### src/rtl/scale_cache_writer_pkg.sv
// Shared sizes and types for the scale image cache and the downscaler that fills it.
// The writer and its per-axis selector import this package.
package pkg_scaleCache;

   localparam int scaleRowSize = 64;
   localparam int scaleColSize = 48;
   localparam int WORD_SIZE    = 8;
   localparam int ROW_WIDTH    = $clog2(scaleRowSize);
   localparam int COL_WIDTH    = $clog2(scaleColSize);
   localparam int ADDR_WIDTH   = $clog2(scaleRowSize * scaleColSize);

   localparam int          SCALE_FRAC_BITS = 8;
   localparam logic [15:0] SCALE_STEP_ONE  = 16'h0100;

   typedef logic [15:0] scale_step_t;
   typedef logic [23:0] scale_acc_t;

   typedef enum logic [1:0] {IDLE, RUN, DONE} scale_wr_state_t;

   // Steps below 1.0 would upscale; the cache only ever holds a shrunk copy.
   function automatic scale_step_t clamp_step(input scale_step_t step);
      return (step < SCALE_STEP_ONE) ? SCALE_STEP_ONE : step;
   endfunction

endpackage

### src/rtl/scale_axis_selector.sv
// One axis of the nearest-neighbour selector: a source counter plus a Q16.8
// position accumulator. A sample on this axis is kept when the two agree.
module scale_axis_selector
   import pkg_scaleCache::*;
#(
   parameter int CW        = 6,
   parameter int FRAC_BITS = SCALE_FRAC_BITS
) (
   input  logic        clk,
   input  logic        reset,
   input  logic        clear,
   input  logic        advance,
   input  logic        wrap,
   input  scale_step_t step,
   input  logic [CW:0] limit,
   output logic        keep,
   output logic        last
);

   logic [CW-1:0] count_reg;
   scale_acc_t    acc_reg;
   scale_acc_t    acc_int;

   assign acc_int = acc_reg >> FRAC_BITS;
   assign keep    = (scale_acc_t'(count_reg) == acc_int);
   assign last    = ({1'b0, count_reg} == (limit - (CW+1)'(1)));

   // The accumulator only moves past a kept sample, so it always points at
   // the next source index to keep.
   always_ff @(posedge clk) begin
      if (reset || clear) begin
         count_reg <= '0;
         acc_reg   <= '0;
      end else if (advance) begin
         if (wrap) begin
            count_reg <= '0;
            acc_reg   <= '0;
         end else begin
            count_reg <= count_reg + CW'(1);
            if (keep) begin
               acc_reg <= acc_reg + scale_acc_t'(step);
            end
         end
      end
   end

endmodule

### src/rtl/scale_cache_writer.sv
// Nearest-neighbour downscaler: keeps the raster pixels picked by a Q8.8
// inverse-scale step and writes them into the scale cache at a fixed row stride.
module scale_cache_writer
   import pkg_scaleCache::*;
#(
   parameter int ROW_SIZE   = pkg_scaleCache::scaleRowSize,
   parameter int COL_SIZE   = pkg_scaleCache::scaleColSize,
   parameter int WORD_SIZE  = pkg_scaleCache::WORD_SIZE,
   parameter int ADDR_WIDTH = pkg_scaleCache::ADDR_WIDTH,
   parameter int FRAC_BITS  = 8,
   parameter int ROW_WIDTH  = $clog2(ROW_SIZE),
   parameter int COL_WIDTH  = $clog2(COL_SIZE)
) (
   input  logic                  clk,
   input  logic                  reset,
   input  logic                  start,
   input  logic [ROW_WIDTH:0]    src_width,
   input  logic [COL_WIDTH:0]    src_height,
   input  logic [15:0]           scale_step,
   input  logic                  in_valid,
   input  logic [WORD_SIZE-1:0]  in_data,
   output logic                  in_ready,
   output logic                  wr_en,
   output logic [ADDR_WIDTH-1:0] wr_addr,
   output logic [WORD_SIZE-1:0]  wr_data,
   output logic                  busy,
   output logic                  done,
   output logic [ROW_WIDTH:0]    dst_width,
   output logic [COL_WIDTH:0]    dst_height
);

   scale_wr_state_t       state_reg, state_next;
   scale_step_t           step_reg;
   logic [ROW_WIDTH:0]    width_reg;
   logic [COL_WIDTH:0]    height_reg;
   logic [ROW_WIDTH:0]    dst_col_reg;
   logic [ROW_WIDTH:0]    row0_cols_reg;
   logic [COL_WIDTH:0]    dst_row_reg;
   logic [ADDR_WIDTH-1:0] row_base_reg;

   logic                  launch;
   logic                  accept;
   logic                  write;
   logic                  row_end;
   logic                  x_keep, x_last;
   logic                  y_keep, y_last;
   logic [ROW_WIDTH:0]    cols_this_row;

   assign launch        = (state_reg == IDLE) && start;
   assign accept        = (state_reg == RUN) && in_valid;
   assign write         = accept && x_keep && y_keep;
   assign row_end       = accept && x_last;
   assign cols_this_row = dst_col_reg + {{ROW_WIDTH{1'b0}}, write};

   assign in_ready = (state_reg == RUN);
   assign busy     = (state_reg == RUN);
   assign done     = (state_reg == DONE);

   scale_axis_selector #(
      .CW        (ROW_WIDTH),
      .FRAC_BITS (FRAC_BITS)
   ) u_x_sel (
      .clk     (clk),
      .reset   (reset),
      .clear   (launch),
      .advance (accept),
      .wrap    (x_last),
      .step    (step_reg),
      .limit   (width_reg),
      .keep    (x_keep),
      .last    (x_last)
   );

   // Rows never wrap inside a frame; the frame ends on the last row instead.
   scale_axis_selector #(
      .CW        (COL_WIDTH),
      .FRAC_BITS (FRAC_BITS)
   ) u_y_sel (
      .clk     (clk),
      .reset   (reset),
      .clear   (launch),
      .advance (row_end),
      .wrap    (1'b0),
      .step    (step_reg),
      .limit   (height_reg),
      .keep    (y_keep),
      .last    (y_last)
   );

   always_ff @(posedge clk) begin
      if (reset) begin
         state_reg <= IDLE;
      end else begin
         state_reg <= state_next;
      end
   end

   always_comb begin
      state_next = state_reg;
      unique case (state_reg)
         IDLE:    if (start) state_next = RUN;
         RUN:     if (row_end && y_last) state_next = DONE;
         DONE:    state_next = IDLE;
         default: state_next = IDLE;
      endcase
   end

   always_ff @(posedge clk) begin
      if (reset) begin
         step_reg      <= '0;
         width_reg     <= '0;
         height_reg    <= '0;
         dst_col_reg   <= '0;
         row0_cols_reg <= '0;
         dst_row_reg   <= '0;
         row_base_reg  <= '0;
         wr_en         <= 1'b0;
         wr_addr       <= '0;
         wr_data       <= '0;
         dst_width     <= '0;
         dst_height    <= '0;
      end else begin
         wr_en <= write;
         if (write) begin
            wr_addr <= row_base_reg + ADDR_WIDTH'(dst_col_reg);
            wr_data <= in_data;
         end

         if (launch) begin
            step_reg      <= clamp_step(scale_step);
            width_reg     <= src_width;
            height_reg    <= src_height;
            dst_col_reg   <= '0;
            row0_cols_reg <= '0;
            dst_row_reg   <= '0;
            row_base_reg  <= '0;
            dst_width     <= '0;
            dst_height    <= '0;
         end else if (accept) begin
            if (x_last) begin
               dst_col_reg <= '0;
               // Row 0 is always kept, so dst_row_reg is zero only while in it.
               if (dst_row_reg == '0) begin
                  row0_cols_reg <= cols_this_row;
               end
               if (y_keep) begin
                  dst_row_reg  <= dst_row_reg + (COL_WIDTH+1)'(1);
                  row_base_reg <= row_base_reg + ADDR_WIDTH'(ROW_SIZE);
               end
               if (y_last) begin
                  dst_width  <= (dst_row_reg == '0) ? cols_this_row : row0_cols_reg;
                  dst_height <= dst_row_reg + {{COL_WIDTH{1'b0}}, y_keep};
               end
            end else if (write) begin
               dst_col_reg <= cols_this_row;
            end
         end
      end
   end

endmodule

### config.mk
export PLATFORM = sky130hd
export DESIGN_NAME = scale_cache_writer
export DESIGN_NICKNAME = d
export VERILOG_FILES = /design/src/rtl/scale_cache_writer_pkg.sv /design/src/rtl/scale_axis_selector.sv /design/src/rtl/scale_cache_writer.sv
export SDC_FILE = /design/constraint.sdc
export NUM_CORES = 1
export LEC_CHECK = 0
export BUFFER_PORTS_ARGS = -buffer_cell sky130_fd_sc_hd__buf_2
export CAP_MARGIN = 20
export CELL_PAD_IN_SITES_DETAIL_PLACEMENT = 1
export CELL_PAD_IN_SITES_GLOBAL_PLACEMENT = 2
export CORE_AREA = 2 2 148 150
export CTS_CLUSTER_DIAMETER = 40
export DETAILED_ROUTE_END_ITERATION = 10
export DIE_AREA = 0 0 150 152
export HOLD_SLACK_MARGIN = 0.05
export MAX_ROUTING_LAYER = met4
export PLACE_DENSITY = 0.92
export REMOVE_ABC_BUFFERS = 1
export SYNTH_ARGS = -nofsm -noshare
export SYNTH_HDL_FRONTEND = slang
export SYNTH_SLANG_ARGS = --single-unit
### constraint.sdc
create_clock -name clk -period 9.35 [get_ports clk]
set_input_delay 0.935 -clock clk [delete_from_list [all_inputs] [get_ports clk]]
set_output_delay 0.935 -clock clk [all_outputs]
set_load 0.05 [all_outputs]
=== Yosys cells after proc, flatten, opt, wreduce, memory -nomap -nowiden ===
Index checks and enable logic that the tools add are counted.

* Add/sub/neg operators: 11
* Magnitude comparators: 1
* Eq/ne operators: 8
* Muxes and demuxes: 10
* Reduce and logical (&&, ||, !) cells: 19

{| class="wikitable"
|+ Operators with widths
! cell !! count
|-
| adder 24 x 16 -> 24 bit || 2
|-
| 2-to-1 mux 24 bit || 2
|-
| equality test 6 x 16 -> 1 bit || 2
|-
| 2-to-1 mux 7 bit || 3
|-
| less-than comparator 16 x 9 -> 1 bit, second input constant || 1
|-
| 2-to-1 mux 16 bit || 1
|-
| adder 7 x 1 -> 7 bit || 2
|-
| equality test 6 x 7 -> 1 bit || 2
|-
| subtractor 7 x 1 -> 7 bit, second input constant || 2
|-
| adder 12 x 7 -> 12 bit || 1
|-
| adder 12 x 7 -> 12 bit, second input constant || 1
|-
| adder 6 x 1 -> 6 bit, second input constant || 2
|-
| AND reduction 2 bit || 5
|-
| adder 7 x 1 -> 7 bit, second input constant || 1
|-
| logical NOT 7 bit || 1
|-
| logical AND 1 bit || 6
|-
| 2-to-1 mux 6 bit || 1
|-
| AND reduction 3 bit || 2
|-
| 2-to-1 mux 2 bit || 2
|-
| case mux 2 bit (2 select lines) || 1
|-
| nonzero test 2 bit || 2
|-
| equality test 2 x 1 -> 1 bit, second input constant || 1
|-
| equality test 2 bit, second input constant || 1
|-
| logical NOT 2 bit || 1
|-
| other kinds (4) || 4
|}

* Register bits: 160
* Bits of input ports: 42
* Output and inout bits: 38
* Logic and storage cells: 66

=== Logic depth before layout (Yosys ltp) ===
Gate-level depths: netlist of run 1.

* Depth after elaboration: 7
* Gate-level depth with buffers: 14
* Gate-level depth less buffers: 12

=== Hierarchy ===
Synthesis of run 1 repeated with hierarchy kept, for this count alone.

* Cells, all modules: 954
* Area total of the unflattened synthesis: 8165.3 um^2

{| class="wikitable"
|+ Modules (own cells, without submodules)
! module !! instances !! cells an instance !! area an instance (um^2)
|-
| scale_cache_writer || 1 || 445 || 3833.7
|-
| scale_axis_selector at u_x_sel || 1 || 265 || 2208.4
|-
| scale_axis_selector at u_y_sel || 1 || 244 || 2123.3
|}

=== Least setup slack after synthesis of run 1 ===
Ideal clock, no wire load.

* Path type: input to register
* Start point: input port in_valid
* End point: register dst_width[6]
* Arrival time: 3.134 ns
* Required time: 9.280 ns
* Path slack: 6.145 ns
* Stages on the path: 12
* Cell sequence: nand3b_1 nor3_1 nand4_1 nor3_1 ha_1 ha_1 nand3_1 or2_2 xor2_1 o21ai_0 nand3_1 a21oi_1

* Word-level cells in the longest chain between the ends: 5
* Elaborated cells on any way between the ends: 6
* Classes of those cells: add/sub: 1; mux: 1; reduce/logical: 4

{| class="wikitable"
|+ RTL lines
! what !! line !! RTL
|-
| start, declared || scale_cache_writer.sv:20 || <nowiki>input logic in_valid,</nowiki>
|-
| logical AND 1 bit || scale_cache_writer.sv:50 || <nowiki>assign accept = (state_reg == RUN) && in_valid;</nowiki>
|-
| logical AND 1 bit (2 in series) || scale_cache_writer.sv:51 || <nowiki>assign write = accept && x_keep && y_keep;</nowiki>
|-
| via write || scale_cache_writer.sv:43 || <nowiki>logic write;</nowiki>
|-
| adder 7 x 1 -> 7 bit || scale_cache_writer.sv:53 || <nowiki>assign cols_this_row = dst_col_reg + {{ROW_WIDTH{1'b0}}, write};</nowiki>
|-
| 2-to-1 mux 7 bit || n/a ||
|-
| end signal, assigned || scale_cache_writer.sv:151 || <nowiki>dst_width <= (dst_row_reg == '0) ? cols_this_row : row0_cols_reg;</nowiki>
|-
| end, declared || scale_cache_writer.sv:28 || <nowiki>output logic [ROW_WIDTH:0] dst_width,</nowiki>
|}

The timed path passes the listed nets, and every way through them passes these cells.
A chain may end at the register's enable or synchronous reset.

=== Worst setup path in the final report of run 1 ===
* Start point: register u_y_sel.count_reg[5]
* End point: register dst_width[6]

* Word-level cells in the longest chain between the ends: 4
* Elaborated cells on any way between the ends: 6
* Classes of those cells: add/sub: 1; eq/ne: 2; mux: 1; reduce/logical: 2

{| class="wikitable"
|+ RTL lines
! what !! line !! RTL
|-
| start, declared || scale_axis_selector.sv:20 || <nowiki>logic [CW-1:0] count_reg;</nowiki>
|-
| start signal, assigned || scale_axis_selector.sv:39 || <nowiki>count_reg <= count_reg + CW'(1);</nowiki>
|-
| equality test 6 x 16 -> 1 bit || scale_axis_selector.sv:25 || <nowiki>assign keep = (scale_acc_t'(count_reg) == acc_int);</nowiki>
|-
| logical AND 1 bit || scale_cache_writer.sv:51 ||
|-
| via write || scale_cache_writer.sv:43 ||
|-
| adder 7 x 1 -> 7 bit || scale_cache_writer.sv:53 ||
|-
| 2-to-1 mux 7 bit || n/a ||
|}

The timed path passes the listed nets, and every way through them passes these cells.

==> results of run 1 <==
==> through the flow <==
step	total power (W)	utilization	hold slack, ns	instances	setup WS, ns
3_5_place_dp	0.0008385	0.4086	0.4434	1298	5.545
4_1_cts	0.001583	0.4379	0.4524	1329	5.747
6_report	0.001570	0.4388	0.4499	1332	5.704
5_1_grt	0.001628	0.4388	0.4738	1332	5.416
2_1_floorplan	0.0007862	-	0.4264	929	5.880
3_3_place_gp	0.0008355	0.4086	0.4355	1298	5.608
==> per-layer routing <==
metal	part of all wire	up-vias	GRT usage	routed length (um)
li1	-	3609	-	-
met1	0.47	3593	0.2668	10920
met3	0.034	22	0.03904	780
met4	0.013	0	0.04987	299
met5	0	-	-	0
met2	0.48	140	0.3509	11130
==> path summary, 6_finish.rpt <==
check	end	slack, ns	depth (start not counted)
hold reg to reg	wr_addr[3]$_SDFFE_PP0P_	0.45	2
hold / removal	wr_addr[3]$_SDFFE_PP0P_	0.45	2
setup / recovery	dst_width[6]$_SDFFE_PP0P_	5.70	12
setup reg to reg	dst_width[6]$_SDFFE_PP0P_	5.70	12
==> logic make-up after synthesis <==
logic type | after synthesis | synth area share
muxes | 3 | 0.003691
and+or+nand+nor | 350 | 0.2047
buffers and inverters | 74 | 0.04090
adders and majority gates | 47 | 0.07412
xor gates and xnor gates | 63 | 0.06966
AOI/OAI and AO/OA | 288 | 0.2281
DFF | 154 | 0.3789
==> cell usage after synthesis (4+ instances only) <==
cell type / instances
or4_1: 9
a31oi_1: 6
nor3_1: 10
and2_1: 12
nand2_1: 158
inv_1: 23
o2bb2ai_1: 4
a211oi_1: 21
nand2b_1: 6
o21ai_0: 41
a22o_1: 13
xor2_1: 21
a21o_1: 16
and3_1: 13
a22oi_1: 9
nand3_1: 33
nor2_1: 61
ha_1: 45
nor2b_1: 4
clkbuf_1: 32
nand4_1: 11
nand3b_1: 4
dfxtp_1: 154
buf_6: 4
a211o_1: 4
a21oi_1: 118
o21a_1: 6
or3_1: 6
xnor2_1: 40
o31ai_1: 7
o211ai_1: 7
nor4_1: 9
a21bo_2: 5
buf_2: 13
==> power groups by stage <==
stage	sequential, W	combinational [W]	clock (W)
after floorplan	0.000702	0.0000841	0
after global placement	0.000698	0.000138	0
after detailed placement	0.000698	0.000140	0
after CTS	0.000683	0.000142	0.000757
after global routing	0.000685	0.000157	0.000786
final	0.000684	0.000143	0.000743
==> area by class of cell <==
type / instances / area, um^2 / area share
well taps: 280 / 350.3 / 0.03740
clock inverters: 11 / 168.9 / 0.01803
inverters: 24 / 95.09 / 0.01015
repair buffers: 91 / 485.5 / 0.05182
clock buffers: 20 / 456.7 / 0.04875
flip-flops and latches: 154 / 3083 / 0.3291
diodes: 1 / 2.502 / 0.0002671
multi-input cells: 751 / 4726 / 0.5045
==> worst max-delay path: cells and delay by family (launching register included) <==
kind,cells,cell delay [ns]
AND/OR/NAND/NOR,6,1.86
flip-flops,1,0.52
adder cells (fa/ha/maj),2,0.46
XOR/XNOR,2,0.30
AO/OA/AOI/OAI,2,0.41
==> qor.csv, run 1 <==
metric,value,unit
Post-DRT Antenna Nets,0,
pin count of the biggest net entering global routing,71,
Initial DRC Count,380,
Post-Synthesis Cell Area,0.008137,mm^2
Leak,3.698,nW
Worst Setup SP,u_y_sel.count_reg[5]$_SDFFE_PP0P_,
power share of the sequential group,0.435,
Main synth FF type,dfxtp_1,
"Critical Path, Cell by Cell",xnor2_2 -> nand3_1 -> or4_1 -> nor3_1 -> ha_1 -> ha_1 -> nand3_1 -> or2_2 -> xor2_1 -> o21ai_0 -> nand3_1 -> a21oi_1,
Fmax achieved,0.2742,GHz
area post-placement,0.008725,mm^2
"Seq/Total Area, Yosys",0.3789,
clock slew at reported path FFs,0.07,ns
Yosys top cell by area,dfxtp_1,
Port Buffers,79,
clock root buffer,clkbuf_16,
# H-tree levels,4,
antenna violations before repair,1,
WP data required,9.69,ns
clk_lat worst skew,0.43,ns
Clk pwr share,0.474,
Fin Setup TNS,0,ns
clock buffer depth,2,
vias in the first global route,7416,
final slew viol count,0,
final worst-path cycle share,0.3900,
Cell Pwr Density,167.6,mW/mm^2
Synth cell types,66,
peak supply drop,106.2,uV
design area,0.009368,mm^2
CP Capture Type,flop,
async set-or-reset flop fraction in the synthesized netlist,0,
worst-path fanout max,9,
RSZ-0062 raised after global routing,no,
CTS tree,done,
Synth area leaders,"dfxtp_1 (38%), nand2_1 (7.3%), a21oi_1 (7.3%), ha_1 (6.9%), xnor2_1 (4.3%)",
Synth Instances,979,
most frequent cells in the layout,"nand2_1 (158), dfxtp_1 (154), a21oi_1 (118)",
grt total ovfl,0,
"FF+latch count, synth",154,
crit path launch type,flop,
row count,54,
clock skew,0.01015,ns
hold_sp,wr_addr[3]$_SDFFE_PP0P_,
Internal Power,0.001176,W
Final min period,3.646,ns
total CTS buffers,17,
Synth top area share,0.3789,
Die W,150,um
via count,7364,
core outline area,0.02135,mm^2
DIE HEIGHT,152,um
Max stage delay on crit path,0.77,ns
worst r2r src,u_y_sel.count_reg[5]$_SDFFE_PP0P_,
residual DRC count,0,
CP Class,reg2reg,
worst min path class,reg2reg,
initial core utilization,0.3811,
Synth Area per Inst,8.311,um^2
"commonest non-fill, non-tap cell in the layout",nand2_1,
FILL cells,2615,
drt pass-1 iters,5,
DR WL/cell,17.37,um
Post-CTS Resized,0,
Sw Ratio,0.2508,
drt total wl,23.13,mm
"Area growth, synth to finish",15.13,%
CP max-delay cell,or4_1,
status,"complete, no violations",
routability cong.,0.8423,
post-CTS setup buffer count,0,
"Hold-fix buffers, CTS",0,
Post-synth EDFFs,0,
IO Pins,80,
HPWL after DPL,16.34,mm
clk sink count,154,
Worst-Margin Slew,0.8956,ns
Worst slew margin,0.3984,
All-Layer GR Usage,0.2117,
Ys Warns,0,
Comb power frac,0.091,
most repeated library cell on the critical path,nand3_1,
Final #Nets,1128,
Sw Pwr,0.0003938,W
CP Data Arrival Time,3.99,ns
Hold Fails Final Rpt,0,
number of max-cap violations,0,
drt via density,5.529,
die area,0.02280,mm^2
final setup violation count,0,
first-pass GRT wire length,37.98,mm
share of cells above drive strength 1,0.1380,
Power figures use the tool's default switching activity.
==> run 2, diff against run 1 <==
--- a/config.mk
+++ b/config.mk
@@ -9,13 +9,13 @@
 export CAP_MARGIN = 20
 export CELL_PAD_IN_SITES_DETAIL_PLACEMENT = 1
 export CELL_PAD_IN_SITES_GLOBAL_PLACEMENT = 2
-export CORE_AREA = 2 2 148 150
+export CORE_AREA = 2 2 163 165
 export CTS_CLUSTER_DIAMETER = 40
 export DETAILED_ROUTE_END_ITERATION = 10
-export DIE_AREA = 0 0 150 152
+export DIE_AREA = 0 0 165 167
 export HOLD_SLACK_MARGIN = 0.05
 export MAX_ROUTING_LAYER = met4
-export PLACE_DENSITY = 0.92
+export PLACE_DENSITY = 0.81
 export REMOVE_ABC_BUFFERS = 1
 export SYNTH_ARGS = -nofsm -noshare
 export SYNTH_HDL_FRONTEND = slang
==> constraint.sdc (replaced) <==
create_clock -name clk -period 3.15 [get_ports clk]
set_input_delay 0.315 -clock clk [delete_from_list [all_inputs] [get_ports clk]]
set_output_delay 0.315 -clock clk [all_outputs]
set_load 0.05 [all_outputs]
==> run 2 against run 1 <==
  * Setup slack lost 5.4 ns
  * Cell count grew 5.7%
  * Final area grew 2.6%
  * Register-to-register slack lost 5.4 ns
  * Global-route usage shrank 3.0 points
  * Wire length grew 3.5%
  * Count of clock-buffer cells in the layout shrank 3
  * Hold slack lost 0.35 ns
  * Total power grew to 3.0 times the previous value
  * Clock power grew to 2.9 times the previous value
==> qor.csv, run 2 (synthesized netlist as in run 1, its figures left out) <==
metric,value,unit,change
Worst-Margin Slew,1.031,ns,was 0.8956 ns
worst-path fanout max,4,,was 9
DR WL/cell,17.00,um,was 17.37 um
WP data required,3.51,ns,was 9.69 ns
Critical R2R Capture,dst_width[6]$_SDFFE_PP0P_,,unchanged
Cell Pwr Density,483.2,mW/mm^2,was 167.6 mW/mm^2
Worst Hold Path Cells,2,,unchanged
Fmax achieved,0.3466,GHz,was 0.2742 GHz
final setup violation count,0,,unchanged
drt pass-1 iters,4,,was 5
drt via density,5.193,,was 5.529
Port Buffers,79,,unchanged
Hold Fails Final Rpt,0,,unchanged
CP Class,reg2reg,,unchanged
worst min path class,in2reg,,was reg2reg
HPWL after DPL,17.70,mm,was 16.34 mm
"Area growth, synth to finish",18.07,%,was 15.13%
crit path launch type,flop,,unchanged
worst r2r src,u_x_sel.acc_reg[14]$_SDFFE_PP0P_,,was u_y_sel.count_reg[5]$_SDFFE_PP0P_
worst hold endpoint,step_reg[7]$_SDFFE_PP0P_,,was wr_addr[3]$_SDFFE_PP0P_
Initial DRC Count,314,,was 380
final slew viol count,0,,unchanged
# H-tree levels,4,,unchanged
CP Capture Type,flop,,unchanged
Leak,3.813,nW,was 3.698 nW
core outline area,0.02576,mm^2,was 0.02135 mm^2
Detail Route met3 WL,835,um,was 780 um
clk sink count,154,,unchanged
die area,0.02756,mm^2,was 0.02280 mm^2
Post-DRT Antenna Nets,0,,unchanged
IO Pins,80,,unchanged
R2R cell count,12,,unchanged
CTS tree,done,,unchanged
clock slew at reported path FFs,0.07,ns,about the same
FILL cells,3103,,was 2615
All-Layer GR Usage,0.1821,,was 0.2117
initial core utilization,0.3158,,was 0.3811
peak supply drop,318.2,uV,was 106.2 uV
via count,7312,,was 7364
pin count of the biggest net entering global routing,54,,was 71
met2 WL post-DR,11.23,mm,was 11.13 mm
"commonest non-fill, non-tap cell in the layout",nand2_1,,unchanged
Final #Nets,1149,,was 1128
total CTS buffers,17,,unchanged
most frequent cells in the layout,"nand2_1 (158), dfxtp_1 (153), a21oi_1 (118)",,"was nand2_1 (158), dfxtp_1 (154), a21oi_1 (118)"
Hold WS,0.09663,ns,was 0.4499 ns
clock skew,0.01057,ns,was 0.01015 ns
clock root buffer,clkbuf_16,,unchanged
hold_sp,scale_step[7],,was wr_addr[3]$_SDFFE_PP0P_
Die W,165,um,was 150 um
grt total ovfl,0,,unchanged
clock buffer depth,2,,unchanged
Setup WS pre-CTS,0.1567,ns,was 5.545 ns
worst setup margin,0.2647,ns,was 5.704 ns
share of cells above drive strength 1,0.1612,,was 0.1380
Final Util,0.3729,,was 0.4388
CP Data Arrival Time,3.25,ns,was 3.99 ns
R2R Setup Slk,0.26,ns,was 5.70 ns
M1 WL,11.67,mm,was 10.92 mm
antenna violations before repair,0,,was 1
number of max-cap violations,0,,unchanged
first-pass GRT wire length,38.70,mm,was 37.98 mm
vias in the first global route,7414,,was 7416
final worst-path cycle share,0.9160,,was 0.3900
number of diodes,0,,was 1
DIE HEIGHT,167,um,was 152 um
clk_lat worst skew,0.43,ns,about the same
Worst slew margin,0.3129,,was 0.3984
Final min period,2.885,ns,was 3.646 ns
drt total wl,23.94,mm,was 23.13 mm
routability cong.,0.8298,,was 0.8423
Top Metal Used,met4,,unchanged
residual DRC count,0,,unchanged
row count,59,,was 54
status,"complete, no violations",,unchanged
## run 2: cell count changes in the layout (fill, tap and decap cells not counted), sizes merged
cell | before | now
diode | 1 | 0
buf | 91 | 112
clkinvlp | 4 | 2
bufinv | 4 | 3
clkbuf | 20 | 17
inv | 24 | 31
## run 2: critical path, stage by stage, from the launching register on
cell     delay (ns)
dfxtp_1        0.33
or4_1          0.54
nor2_2         0.12
nand4_1        0.17
nor3_2         0.23
ha_2           0.21
ha_1           0.16
nand3_1        0.13
or2_2          0.36
xor2_1         0.16
o21ai_2        0.14
nand3_1        0.10
a21oi_1        0.17
## run 2: final cells by class
| cell class | count | area, um^2 | share of cell area |
|---|---|---|---|
| Clock buffer | 17 | 425.4 | 0.04428 |
| Clock inverter | 15 | 187.7 | 0.01954 |
| Inverter | 24 | 95.09 | 0.009898 |
| Multi-Input combinational cell | 751 | 4740 | 0.4934 |
| Sequential cell | 154 | 3084 | 0.3210 |
| Tap cell | 335 | 419.2 | 0.04363 |
| Timing Repair Buffer | 112 | 655.6 | 0.06825 |
## run 2: through the flow
step | setup TNS, ns | power (W) | instance area (um^2) | instances
after floorplan | -5.266 | 0.002334 | 7899 | 929
final | 0 | 0.004642 | 9607 | 1408
after global routing | -0.01363 | 0.004831 | 9607 | 1408
after detailed placement | 0 | 0.002504 | 8964 | 1374
after CTS | 0 | 0.004684 | 9577 | 1406
after global placement | 0 | 0.002497 | 8964 | 1374
## run 2: how the worst max path moves through the flow
stage	from	end	slack (ns)	cells after the start
5_1_grt	u_x_sel.acc_reg[14]$_SDFFE_PP0P_	dst_width[6]$_SDFFE_PP0P_	-0.01	12
3_5_place_dp	u_x_sel.acc_reg[14]$_SDFFE_PP0P_	dst_width[6]$_SDFFE_PP0P_	0.16	12
4_1_cts	u_x_sel.acc_reg[14]$_SDFFE_PP0P_	dst_width[6]$_SDFFE_PP0P_	0.12	12
3_3_place_gp	u_y_sel.acc_reg[18]$_SDFFE_PP0P_	dst_width[6]$_SDFFE_PP0P_	0.24	12
6_report	u_x_sel.acc_reg[14]$_SDFFE_PP0P_	dst_width[6]$_SDFFE_PP0P_	0.26	12
2_1_floorplan	state_reg[0]$_SDFFE_PP0P_	dst_height[2]$_SDFFE_PP0P_	-0.32	5
## run 2: what timing repair did
action,4_1_cts,5_1_grt
endpoints found under the setup margin,0,2
gates resized for setup,0,6
setup buffers,0,2
hold buffers,0,0
## run 2: where the power goes
part	switching (W)	total [W]	leakage (nW)	internal (W)
combinational	0.000280	0.000433	2.27	0.000153
clock	0.000914	0.00218	0.298	0.00127
sequential	0.0000446	0.00203	1.25	0.00198
## run 2: routing by layer
layer / global-route usage / vias to the layer above
met5: - / -
met4: 0.03856 / 0
met3: 0.03088 / 15
met2: 0.2962 / 88
met1: 0.2371 / 3546
li1: - / 3663
==> run 3, diff against run 2 <==
--- a/config.mk
+++ b/config.mk
@@ -5,18 +5,20 @@
 export SDC_FILE = /design/constraint.sdc
 export NUM_CORES = 1
 export LEC_CHECK = 0
+export ABC_AREA = 1
 export BUFFER_PORTS_ARGS = -buffer_cell sky130_fd_sc_hd__buf_2
 export CAP_MARGIN = 20
 export CELL_PAD_IN_SITES_DETAIL_PLACEMENT = 1
 export CELL_PAD_IN_SITES_GLOBAL_PLACEMENT = 2
-export CORE_AREA = 2 2 163 165
+export CORE_AREA = 2 2 176 178
 export CTS_CLUSTER_DIAMETER = 40
 export DETAILED_ROUTE_END_ITERATION = 10
-export DIE_AREA = 0 0 165 167
+export DIE_AREA = 0 0 178 180
 export HOLD_SLACK_MARGIN = 0.05
 export MAX_ROUTING_LAYER = met4
-export PLACE_DENSITY = 0.81
+export PLACE_DENSITY = 0.82
 export REMOVE_ABC_BUFFERS = 1
 export SYNTH_ARGS = -nofsm -noshare
 export SYNTH_HDL_FRONTEND = slang
+export SYNTH_HIERARCHICAL = 1
 export SYNTH_SLANG_ARGS = --single-unit
==> run 3 against run 2 <==
  * Critical path depth rose by 1
  * Core utilization decreased by 2.9 points
  * Sequential share of layout area fell by 2.4 points
  * Cell count up 29%
  * Synthesized cell count up 35%
  * Sequential power about the same
  * Combinational power rose by 36%
  * Critical path type unchanged
  * Largest cell class unchanged
  * Largest power group unchanged
==> qor.csv, run 3 <==
metric,value,unit,change
vias in the first global route,8472,,was 7414
initial core utilization,0.2958,,was 0.3158
Comb power frac,0.123,,was 0.093
hold_sp,in_data[3],,was scale_step[7]
Final #Nets,1499,,was 1149
clock root buffer,clkbuf_16,,unchanged
IO Pins,80,,unchanged
residual DRC count,0,,unchanged
row count,64,,was 59
most frequent cells in the layout,"nand2_1 (358), nor2_1 (163), inv_1 (162)",,"was nand2_1 (158), dfxtp_1 (153), a21oi_1 (118)"
worst min path class,in2reg,,unchanged
Main synth FF type,dfxtp_1,,unchanged
routability cong.,0.8007,,was 0.8298
Initial DRC Count,371,,was 314
die area,0.03204,mm^2,was 0.02756 mm^2
Synth Instances,1324,,was 979
total CTS buffers,17,,unchanged
Post-DRT Antenna Nets,0,,unchanged
design area,0.01039,mm^2,was 0.009607 mm^2
clock buffer depth,2,,unchanged
DR WL/cell,15.07,um,was 17.00 um
CP Data Arrival Time,3.17,ns,was 3.25 ns
final worst-path cycle share,0.8984,,was 0.9160
Worst Setup SP,width_reg[0]$_SDFFE_PP0P_,,was u_x_sel.acc_reg[14]$_SDFFE_PP0P_
share of cells above drive strength 1,0.1321,,was 0.1612
Synth area leaders,"dfxtp_1 (35%), nand2_1 (15%), nor2_1 (6.9%), inv_1 (6.8%), ha_1 (6.3%)",,"was dfxtp_1 (38%), nand2_1 (7.3%), a21oi_1 (7.3%), ha_1 (6.9%), xnor2_1 (4.3%)"
Ys Warns,6,,was 0
DIE HEIGHT,180,um,was 167 um
CP Capture Type,flop,,unchanged
RSZ-0062 raised after global routing,no,,
WP data required,3.49,ns,was 3.51 ns
peak supply drop,326.3,uV,was 318.2 uV
"FF+latch count, synth",154,,unchanged
async set-or-reset flop fraction in the synthesized netlist,0,,unchanged
"Area growth, synth to finish",16.41,%,was 18.07%
power share of the sequential group,0.428,,was 0.437
Worst-Margin Slew,0.9607,ns,was 1.031 ns
Synth top area share,0.3453,,was 0.3789
Hold Fails Final Rpt,0,,unchanged
grt total ovfl,0,,unchanged
Post-Synthesis Cell Area,0.008929,mm^2,was 0.008137 mm^2
pin count of the biggest net entering global routing,51,,was 54
Setup WS pre-CTS,0.3163,ns,was 0.1567 ns
clk_lat worst skew,0.44,ns,was 0.43 ns
worst setup margin,0.3199,ns,was 0.2647 ns
worst-path fanout max,9,,was 4
Synth cell types,37,,was 66
via count,8463,,was 7312
dominant cell by count in the synthesized netlist,nand2_1,,unchanged
clock slew at reported path FFs,0.07,ns,about the same
# H-tree levels,4,,unchanged
first-pass GRT wire length,44.77,mm,was 38.70 mm
Worst slew margin,0.3586,,was 0.3129
Sw Ratio,0.2897,,was 0.2668
worst r2r src,width_reg[0]$_SDFFE_PP0P_,,was u_x_sel.acc_reg[14]$_SDFFE_PP0P_
top post-synthesis cells by count,"nand2_1 (358), nor2_1 (163), inv_1 (162)",,"was nand2_1 (158), dfxtp_1 (154), a21oi_1 (118)"
CP Class,reg2reg,,unchanged
Post-synth EDFFs,0,,unchanged
antenna violations before repair,4,,was 0
CTS tree,done,,unchanged
All-Layer GR Usage,0.1807,,was 0.1821
Synth Area per Inst,6.744,um^2,was 8.311 um^2
HPWL after DPL,21.01,mm,was 17.70 mm
clk sink count,154,,unchanged
drt total wl,27.48,mm,was 23.94 mm
"commonest non-fill, non-tap cell in the layout",nand2_1,,unchanged
clock skew,0.01258,ns,was 0.01057 ns
drt via density,4.642,,was 5.193
Clk pwr share,0.450,,was 0.470
crit path launch type,flop,,unchanged
Sw Pwr,0.001396,W,was 0.001239 W
final setup violation count,0,,unchanged
Yosys top cell by area,dfxtp_1,,unchanged
Internal Power,0.003423,W,was 0.003404 W
Fmax achieved,0.3533,GHz,was 0.3466 GHz
drt pass-1 iters,4,,unchanged
Die W,178,um,was 165 um
Leak,4.988,nW,was 3.813 nW
number of max-cap violations,0,,unchanged
Final min period,2.830,ns,was 2.885 ns
"Seq/Total Area, Yosys",0.3453,,was 0.3789
Port Buffers,79,,unchanged
post-CTS setup buffer count,0,,unchanged
core outline area,0.03019,mm^2,was 0.02576 mm^2
final slew viol count,0,,unchanged
status,"complete, no violations",,unchanged
Cell Pwr Density,463.7,mW/mm^2,was 483.2 mW/mm^2
area post-placement,0.009768,mm^2,was 0.008964 mm^2
[run 3: changes by cell type in the layout (fill, tap and decap cells not counted), sizes merged, moves of 13 or more]
cell,before,now
nor2,61,187
buf,112,93
a21o,16,0
o21ai,41,66
nand2,158,368
and3,13,0
nand3,33,92
xnor2,42,18
inv,31,183
a21oi,118,81
nor3,12,27
a211oi,21,0
[run 3: power by group through the flow]
stage / Clock (W) / Sequential (W) / Combinational [W]
global placement: 0 / 0.00210 / 0.000581
global route: 0.00229 / 0.00207 / 0.000656
detailed placement: 0 / 0.00211 / 0.000589
finish: 0.00217 / 0.00206 / 0.000590
floorplan: 0 / 0.00216 / 0.000331
CTS: 0.00221 / 0.00206 / 0.000595
[run 3: per-stage QoR]
| stage | total power [W] | setup TNS (ns) | cells | util | hold WS [ns] |
|---|---|---|---|---|---|
| 6_report | 0.004819 | 0 | 1823 | 0.3443 | 0.09626 |
| 4_1_cts | 0.004869 | 0 | 1819 | 0.3438 | 0.08426 |
| 3_5_place_dp | 0.002694 | 0 | 1787 | 0.3236 | 0.4291 |
| 2_1_floorplan | 0.002494 | -2.725 | 1298 | - | 0.3874 |
| 5_1_grt | 0.005013 | 0 | 1823 | 0.3443 | 0.08667 |
| 3_3_place_gp | 0.002685 | 0 | 1787 | 0.3236 | 0.4263 |
[run 3: kinds of logic after synthesis]
kind of cell               after synthesis  synth area share
xor gates and xnor gates                37           0.03629
buffers and inverters                  209           0.09501
other                                    1         0.0004200
AOI/OAI and AO/OA                      167            0.1029
and+or+nand+nor                        709            0.3526
DFF                                    154            0.3453
adders and majority gates               47           0.06755
[run 3: what timing repair did]
item,CTS,global route
setup endpoints to repair,0,1
resized for setup,0,1
hold buffers,0,0
[run 3: metal layers]
metal	vias to the layer above	track usage	share of wire
li1	4375	-	-
met1	3942	0.2372	0.49
met2	118	0.2833	0.46
met3	28	0.03321	0.039
met4	0	0.04984	0.018
met5	-	-	0
[run 3: final timing paths]
| path | end | slack (ns) | cells after the start |
|---|---|---|---|
| worst min-delay path | wr_data[3]$_SDFFE_PP0P_ | 0.1 | 3 |
| worst max-delay path | u_y_sel/acc_reg[11]$_SDFFE_PP0P_ | 0.32 | 13 |
| worst min register to register | u_x_sel/acc_reg[21]$_SDFFE_PP0P_ | 0.44 | 2 |
| worst max register to register | u_y_sel/acc_reg[11]$_SDFFE_PP0P_ | 0.32 | 13 |
[run 3: worst max-delay path, stage by stage, from the launching register on]
cell	delay (ns)
dfxtp_1	0.37
inv_1	0.09
ha_1	0.24
nand2_1	0.12
xor2_1	0.18
xor2_1	0.18
nand3_1	0.14
nor3_4	0.29
inv_2	0.10
nor2_2	0.17
nand2_1	0.12
nor3_4	0.40
nand3_1	0.15
a21oi_1	0.17
[run 3: layout make-up]
cell class / instances / area, um^2
repair buffers: 93 / 500.5
clock inverters: 13 / 156.4
well taps: 396 / 495.5
inverters: 179 / 671.9
diodes: 4 / 10.01
fillers: 3882 / 19800
flip-flops and latches: 154 / 3083
multi-input cells: 965 / 5024
clock buffers: 19 / 452.9
